**config.mk**
```make
export PLATFORM = sky130hd
export DESIGN_NAME = ddr_amm_arbiter
export DESIGN_NICKNAME = d
export VERILOG_FILES = /design/src/rtl/ddr_arb_pkg.sv /design/src/rtl/rr_arbiter.sv /design/src/rtl/ddr_amm_arbiter.sv
export SDC_FILE = /design/constraint.sdc
export NUM_CORES = 1
export LEC_CHECK = 0
export ABC_AREA = 1
export CAP_MARGIN = 20
export CORE_AREA = 4 4 575 577
export CTS_BUF_LIST = sky130_fd_sc_hd__clkbuf_8
export DETAILED_ROUTE_END_ITERATION = 7
export DIE_AREA = 0 0 579 581
export SYNTH_ARGS = -nofsm -noshare
export SYNTH_HDL_FRONTEND = slang
export SYNTH_SLANG_ARGS = --single-unit
export TNS_END_PERCENT = 5
```
**constraint.sdc**
```tcl
create_clock -name avalon_clk -period 29.3 [get_ports avalon_clk]
set_clock_uncertainty 0.1 [all_clocks]
set_input_delay 4.395 -clock avalon_clk [delete_from_list [all_inputs] [get_ports avalon_clk]]
set_output_delay 4.395 -clock avalon_clk [all_outputs]
set_load 0.05 [all_outputs]
```
**src/rtl/ddr_arb_pkg.sv**
```systemverilog
// Shared widths and FSM state type for the DDR Avalon-MM arbiter.
package ddr_arb_pkg;
  localparam int AMM_ADDR_W  = 25;
  localparam int AMM_DATA_W  = 256;
  localparam int AMM_BE_W    = 32;
  localparam int AMM_BURST_W = 7;

  typedef enum logic [1:0] {IDLE, WRITE, RD_CMD, RD_WAIT} arb_state_t;
endpackage

```
**src/rtl/rr_arbiter.sv**
```systemverilog
// Combinational round-robin pick: first active request at or after i_ptr, wrapping.
module rr_arbiter #(
  parameter int NUM_REQ = 2,
  parameter int IDX_W   = 1
) (
  input  logic [NUM_REQ-1:0] i_req,
  input  logic [IDX_W-1:0]   i_ptr,
  output logic [NUM_REQ-1:0] o_gnt,
  output logic [IDX_W-1:0]   o_idx,
  output logic               o_any
);

  function automatic logic [IDX_W-1:0] wrap_idx(input int v);
    return IDX_W'(v % NUM_REQ);
  endfunction

  always_comb begin
    o_gnt = '0;
    o_idx = '0;
    o_any = 1'b0;
    for (int i = 0; i < NUM_REQ; i++) begin
      if (!o_any && i_req[wrap_idx(int'(i_ptr) + i)]) begin
        o_any                             = 1'b1;
        o_idx                             = wrap_idx(int'(i_ptr) + i);
        o_gnt[wrap_idx(int'(i_ptr) + i)]  = 1'b1;
      end
    end
  end

endmodule

```
**src/rtl/ddr_amm_arbiter.sv**
```systemverilog
// Round-robin, burst-locked sharing of one Avalon-MM DDR port among NUM_REQ requesters.
// Optional read watchdog and timeout_err port enabled by defining ARB_RD_TIMEOUT_EN.
module ddr_amm_arbiter
  import ddr_arb_pkg::*;
#(
  parameter int NUM_REQ     = 2,
  parameter int MAX_BURST   = 64,
  parameter int TIMEOUT_CYC = 4096
) (
  input  logic                             avalon_clk,
  input  logic                             avalon_reset,
  input  logic                             cal_success,
  input  logic [NUM_REQ-1:0]               req_valid,
  input  logic [NUM_REQ-1:0]               req_write,
  input  logic [NUM_REQ*AMM_ADDR_W-1:0]    req_addr,
  input  logic [NUM_REQ*AMM_BURST_W-1:0]   req_burst,
  input  logic [NUM_REQ*AMM_DATA_W-1:0]    req_wdata,
  input  logic [NUM_REQ*AMM_BE_W-1:0]      req_be,
  output logic [NUM_REQ-1:0]               req_accept,
  output logic [NUM_REQ-1:0]               wbeat_ack,
  output logic [NUM_REQ-1:0]               rd_valid,
  output logic [AMM_DATA_W-1:0]            rd_data,
  output logic [NUM_REQ-1:0]               req_done,
  output logic [NUM_REQ-1:0]               grant,
  output logic                             busy,
`ifdef ARB_RD_TIMEOUT_EN
  output logic                             timeout_err,
`endif
  output logic [AMM_ADDR_W-1:0]            amm_addr,
  output logic [AMM_DATA_W-1:0]            amm_writedata,
  output logic [AMM_BE_W-1:0]              amm_byteenable,
  output logic [AMM_BURST_W-1:0]           amm_burstcount,
  output logic                             amm_read,
  output logic                             amm_write,
  input  logic [AMM_DATA_W-1:0]            amm_readdata,
  input  logic                             amm_readdatavalid,
  input  logic                             amm_ready
);

  localparam int IDX_W = (NUM_REQ > 1) ? $clog2(NUM_REQ) : 1;

  if (NUM_REQ < 2 || NUM_REQ > 8 || MAX_BURST < 1 || MAX_BURST > 127 || TIMEOUT_CYC < 1) begin : g_bad_cfg
    $error("ddr_amm_arbiter: illegal parameter set");
  end

  function automatic logic [AMM_BURST_W-1:0] sat_burst(input logic [AMM_BURST_W-1:0] b);
    if (b == '0) return AMM_BURST_W'(1);
    if (int'(b) > MAX_BURST) return AMM_BURST_W'(MAX_BURST);
    return b;
  endfunction

  arb_state_t              r_state;
  logic [IDX_W-1:0]        r_ptr;
  logic [AMM_BURST_W-1:0]  r_beat;
  logic [NUM_REQ-1:0]      r_accept;
  logic [NUM_REQ-1:0]      r_grant;
  logic                    r_busy;
  logic [AMM_ADDR_W-1:0]   r_addr;
  logic [AMM_BURST_W-1:0]  r_burst;
  logic                    r_read;
  logic                    r_write;
  logic [NUM_REQ-1:0]      r_rd_valid;
  logic [AMM_DATA_W-1:0]   r_rd_data;
  logic [NUM_REQ-1:0]      r_rd_done;

  logic [NUM_REQ-1:0]      w_gnt;
  logic [IDX_W-1:0]        w_idx;
  logic                    w_any;
  logic [AMM_ADDR_W-1:0]   w_win_addr;
  logic [AMM_BURST_W-1:0]  w_win_burst;
  logic                    w_wbeat;
  logic                    w_wlast;
  logic                    w_rlast;
  logic [AMM_DATA_W-1:0]   w_wdata;
  logic [AMM_BE_W-1:0]     w_be;

`ifdef ARB_RD_TIMEOUT_EN
  localparam int TMO_W = $clog2(TIMEOUT_CYC + 1);
  logic [TMO_W-1:0]        r_tmo;
  logic                    r_timeout;
  assign timeout_err = r_timeout;
`endif

  rr_arbiter #(
    .NUM_REQ (NUM_REQ),
    .IDX_W   (IDX_W)
  ) u_rr (
    .i_req   (req_valid),
    .i_ptr   (r_ptr),
    .o_gnt   (w_gnt),
    .o_idx   (w_idx),
    .o_any   (w_any)
  );

  assign w_win_addr  = req_addr[int'(w_idx)*AMM_ADDR_W +: AMM_ADDR_W];
  assign w_win_burst = req_burst[int'(w_idx)*AMM_BURST_W +: AMM_BURST_W];

  // Write beats are acknowledged combinationally so the owner can advance its data next cycle.
  assign w_wbeat = r_write & amm_ready;
  assign w_wlast = w_wbeat && (r_beat == r_burst - AMM_BURST_W'(1));
  assign w_rlast = amm_readdatavalid && (r_beat == r_burst - AMM_BURST_W'(1));

  always_comb begin
    w_wdata = '0;
    w_be    = '0;
    for (int i = 0; i < NUM_REQ; i++) begin
      if (r_grant[i]) begin
        w_wdata = w_wdata | req_wdata[i*AMM_DATA_W +: AMM_DATA_W];
        w_be    = w_be    | req_be[i*AMM_BE_W +: AMM_BE_W];
      end
    end
  end

  assign req_accept     = r_accept;
  assign grant          = r_grant;
  assign busy           = r_busy;
  assign amm_addr       = r_addr;
  assign amm_burstcount = r_burst;
  assign amm_read       = r_read;
  assign amm_write      = r_write;
  assign amm_writedata  = w_wdata;
  assign amm_byteenable = w_be;
  assign rd_valid       = r_rd_valid;
  assign rd_data        = r_rd_data;
  assign wbeat_ack      = r_grant & {NUM_REQ{w_wbeat}};
  assign req_done       = (r_grant & {NUM_REQ{w_wlast}}) | r_rd_done;

  always_ff @(posedge avalon_clk or posedge avalon_reset) begin
    if (avalon_reset) begin
      r_state    <= IDLE;
      r_ptr      <= '0;
      r_beat     <= '0;
      r_accept   <= '0;
      r_grant    <= '0;
      r_busy     <= 1'b0;
      r_addr     <= '0;
      r_burst    <= '0;
      r_read     <= 1'b0;
      r_write    <= 1'b0;
      r_rd_valid <= '0;
      r_rd_data  <= '0;
      r_rd_done  <= '0;
`ifdef ARB_RD_TIMEOUT_EN
      r_tmo      <= '0;
      r_timeout  <= 1'b0;
`endif
    end else begin
      r_accept   <= '0;
      r_rd_valid <= '0;
      r_rd_done  <= '0;
      case (r_state)
        IDLE: begin
          if (cal_success && w_any) begin
            r_accept <= w_gnt;
            r_grant  <= w_gnt;
            r_busy   <= 1'b1;
            r_addr   <= w_win_addr;
            r_burst  <= sat_burst(w_win_burst);
            r_beat   <= '0;
            r_ptr    <= (int'(w_idx) == NUM_REQ - 1) ? '0 : w_idx + 1'b1;
`ifdef ARB_RD_TIMEOUT_EN
            r_tmo    <= '0;
`endif
            if (req_write[w_idx]) begin
              r_write <= 1'b1;
              r_state <= WRITE;
            end else begin
              r_read  <= 1'b1;
              r_state <= RD_CMD;
            end
          end
        end
        WRITE: begin
          if (w_wbeat) begin
            if (w_wlast) begin
              r_write <= 1'b0;
              r_grant <= '0;
              r_busy  <= 1'b0;
              r_beat  <= '0;
              r_state <= IDLE;
            end else begin
              r_beat  <= r_beat + AMM_BURST_W'(1);
            end
          end
        end
        RD_CMD: begin
          if (amm_ready) begin
            r_read  <= 1'b0;
            r_state <= RD_WAIT;
          end
        end
        RD_WAIT: begin
          if (amm_readdatavalid) begin
            r_rd_data  <= amm_readdata;
            r_rd_valid <= r_grant;
`ifdef ARB_RD_TIMEOUT_EN
            r_tmo      <= '0;
`endif
            if (w_rlast) begin
              r_rd_done <= r_grant;
              r_grant   <= '0;
              r_busy    <= 1'b0;
              r_beat    <= '0;
              r_state   <= IDLE;
            end else begin
              r_beat    <= r_beat + AMM_BURST_W'(1);
            end
          end
`ifdef ARB_RD_TIMEOUT_EN
          // Watchdog: abandon a read whose data never arrives.
          else if (r_tmo == TMO_W'(TIMEOUT_CYC - 1)) begin
            r_rd_done <= r_grant;
            r_timeout <= 1'b1;
            r_grant   <= '0;
            r_busy    <= 1'b0;
            r_beat    <= '0;
            r_tmo     <= '0;
            r_state   <= IDLE;
          end else begin
            r_tmo     <= r_tmo + TMO_W'(1);
          end
`endif
        end
        default: r_state <= IDLE;
      endcase
    end
  end

endmodule

```
==> reports/results.tsv <==
metric	value	unit
clk_latency	0.73	ns
synth_warnings	0	
cts_tree	done	
hold_viol	0	
p_seq_share	16.2	%
max_cap_viol_count	0	
dp_hpwl	273000	um
setup_viol	0	
postCtsSetupBuffers	0	
p_int	1.81	mW
die_y	581	um
clock-sinks	309	
relSlewSlack	19.1	%
status	complete, no violations	
antenna_found_initial	408	
r2r_setup_slack	26.47	ns
htreeDepth	3	
start_kind	input port	
dp_slack	17.85	ns
worst_pin_slew	1.21	ns
finalCriticalPeriod	11.19	ns
setup_ws	18.11	ns
syn_to_final_growth	143	%
port_buffers	1493	
rows	210	
cts-root-buf	clkbuf_8	
crit_chain	clkdlybuf4s50_1 -> nand2_1 -> inv_1 -> nand3_4 -> o21bai_1 -> clkdlybuf4s50_1	
wl_per_cell	38.6	um
mappedNetlistArea	15200	um2
p_clk_share	11.7	%
vias	22469	
core_area	326000	um2
detail-route-antenna-nets	0	
grt_max_degree	150	
first_global_vias	20202	
p_comb_share	72.2	%
power.switching	2.89	mW
track_usage	17.0	%
critPathSlowestCell	clkdlybuf4s50_1	
final_common_cell	clkdlybuf4s50_1	
synthCells	1807	
postCtsResizedCells	0	
critical_path_class	input port to output pin	
p_leak	14.4	nW
max_stage_delay	0.84	ns
clk_pin_slew	0.05	ns
synth_area_per_cell	8.41	um2
reg2reg_from	r_state[1]	
grt_first_pass_wirelength	339000	um
die_area	336000	um2
hold_class	register to register	
yosysTopAreaCellShare	50.9	%
timing.rr.end	rd_data[118]	
place_inst	7535	
cts_buffers	67	
worstSetupEndpointType	output pin	
cts.path.max_buffers	3	
layout_common_cells	clkdlybuf4s50_1 (1485), nand2_1 (866), dfrtp_1 (307)	
p_sw_share	61.5	%
die_w	579	um
reg2regPathDepth	7	
rsz0062_at_grt	no	
final_max_slew_viol_count	0	
fin_nets	4169	
crit_start	amm_ready	
ys_types	34	
cp_common_cell	clkdlybuf4s50_1	
pin_count	1494	
viasPerCell	2.90	
synth_fp_nets	2714	
endpoint	req_done[0]	
finalCritPeriodShare	38.2	%
ys_seq_area_share	50.9	%
drt_pass1_iterations	6	
start_util	4.66	%
drt-total-wl	299000	um
fin_setup_tns	0	ns
place.gp.congestion	1.50	
hold_buffers	0	
cp.required	24.81	ns
peakVddDrop	0.0590	mV
drt_iter0_markers	2080	
yosys.area.top_type	dfrtp_1	
drcViolationCount	0	
layout-drive-gt1-share	5.02	%
pwr_density_cell	127	nW/um2
grt_overflow	0	
layout.cells.non_filler	7756	
synth_seq_cells	309	
cp_data_arrival_time	6.69	ns
ys_top_cells_by_area	dfrtp_1 (51%), nand2_1 (21%), a22o_1 (17%)	
timing.fmax	0.0894	GHz
worstPathMaxFanout	4	
power by group through the flow:
stage               logic, mW  registers [mW]  clock network (mW)
global placement         3.41           0.750                   0
CTS                      3.41           0.760               0.576
detailed placement       3.40           0.762                   0
finish                   3.39           0.759               0.548
floorplan                1.09            1.37                   0
global route             3.58           0.783               0.592
cell families after synthesis:
logic type,count (synthesis),share of synthesized area [%]
AND/OR/NAND/NOR,956,24.5
AO/OA/AOI/OAI,364,19.3
adder cells (fa/ha/maj),2,0.165
buffers and inverters,170,4.86
XOR/XNOR,6,0.346
flip-flops,309,50.9
flip-flops by register name, summed over array words and instances, names as in the netlist:
name            cells
rd_data           256
amm_addr           25
amm_burstcount      7
r_beat              7
grant               2
r_rd_done           2
r_state             2
rd_valid            2
req_accept          2
amm_read            1
amm_write           1
busy                1
r_ptr               1
final cells by class:
| type | instances | area (um2) |
|---|---|---|
| fillers | 37610 | 289000 |
| repair buffers | 1519 | 15200 |
| flip-flops and latches | 309 | 7740 |
| multi-input cells | 1328 | 6740 |
| well taps | 4346 | 5440 |
| clock buffers | 78 | 1070 |
| clock inverters | 35 | 368 |
| diodes | 104 | 260 |
| inverters | 37 | 154 |
layer usage:
layer	part of all wire, %	wire length (um)	track usage, %	vias up
met1	34	100000	16.3	10291
met4	4.1	12300	4.97	78
met3	19	57600	15.2	882
li1	-	-	-	9068
met5	0.39	1170	0.818	-
met2	43	128000	26.3	2150
Yosys cell counts (all sizes together):
| library cell | number |
|---|---|
| a21oi | 4 |
| a22o | 289 |
| a22oi | 1 |
| buf | 61 |
| clkbuf | 72 |
| clkinv | 2 |
| dfrtp | 309 |
| ha | 2 |
| inv | 35 |
| nand2 | 871 |
| nand3 | 19 |
| nand4 | 2 |
| nor2 | 58 |
| nor3 | 4 |
| nor3b | 1 |
| o21a | 2 |
| o21ai | 65 |
| o21bai | 2 |
| o22ai | 1 |
| or2 | 1 |
| xnor2 | 2 |
| xor2 | 4 |
stage by stage:
| step | instance area (um2) | util (%) | hold slack (ns) | power (mW) |
|---|---|---|---|---|
| finish | 37000 | 11.3 | 0.365 | 4.70 |
| global route | 36900 | 11.3 | 0.387 | 4.96 |
| CTS | 36600 | 11.2 | 0.370 | 4.75 |
| detailed placement | 35200 | 10.8 | 0.358 | 4.16 |
| global placement | 35200 | 10.8 | 0.355 | 4.16 |
| floorplan | 15200 | - | 0.389 | 2.47 |
worst min path at each step:
stage	cells after the start	to	slack, ns	from
6_report	2	rd_data[214]	0.36	rd_data[214]
5_1_grt	2	rd_data[173]	0.39	rd_data[173]
4_1_cts	2	rd_data[47]	0.37	rd_data[47]
3_5_place_dp	2	rd_data[173]	0.36	rd_data[173]
3_3_place_gp	2	rd_data[241]	0.36	rd_data[241]
2_1_floorplan	2	r_ptr	0.39	r_ptr
critical path: cells and delay by family:
kind,cells,cell delay [ns]
buffers and inverters,3,1.57
AND/OR/NAND/NOR,2,0.47
AO/OA/AOI/OAI,1,0.23
No activity file was read; power rests on OpenSTA's default activity.
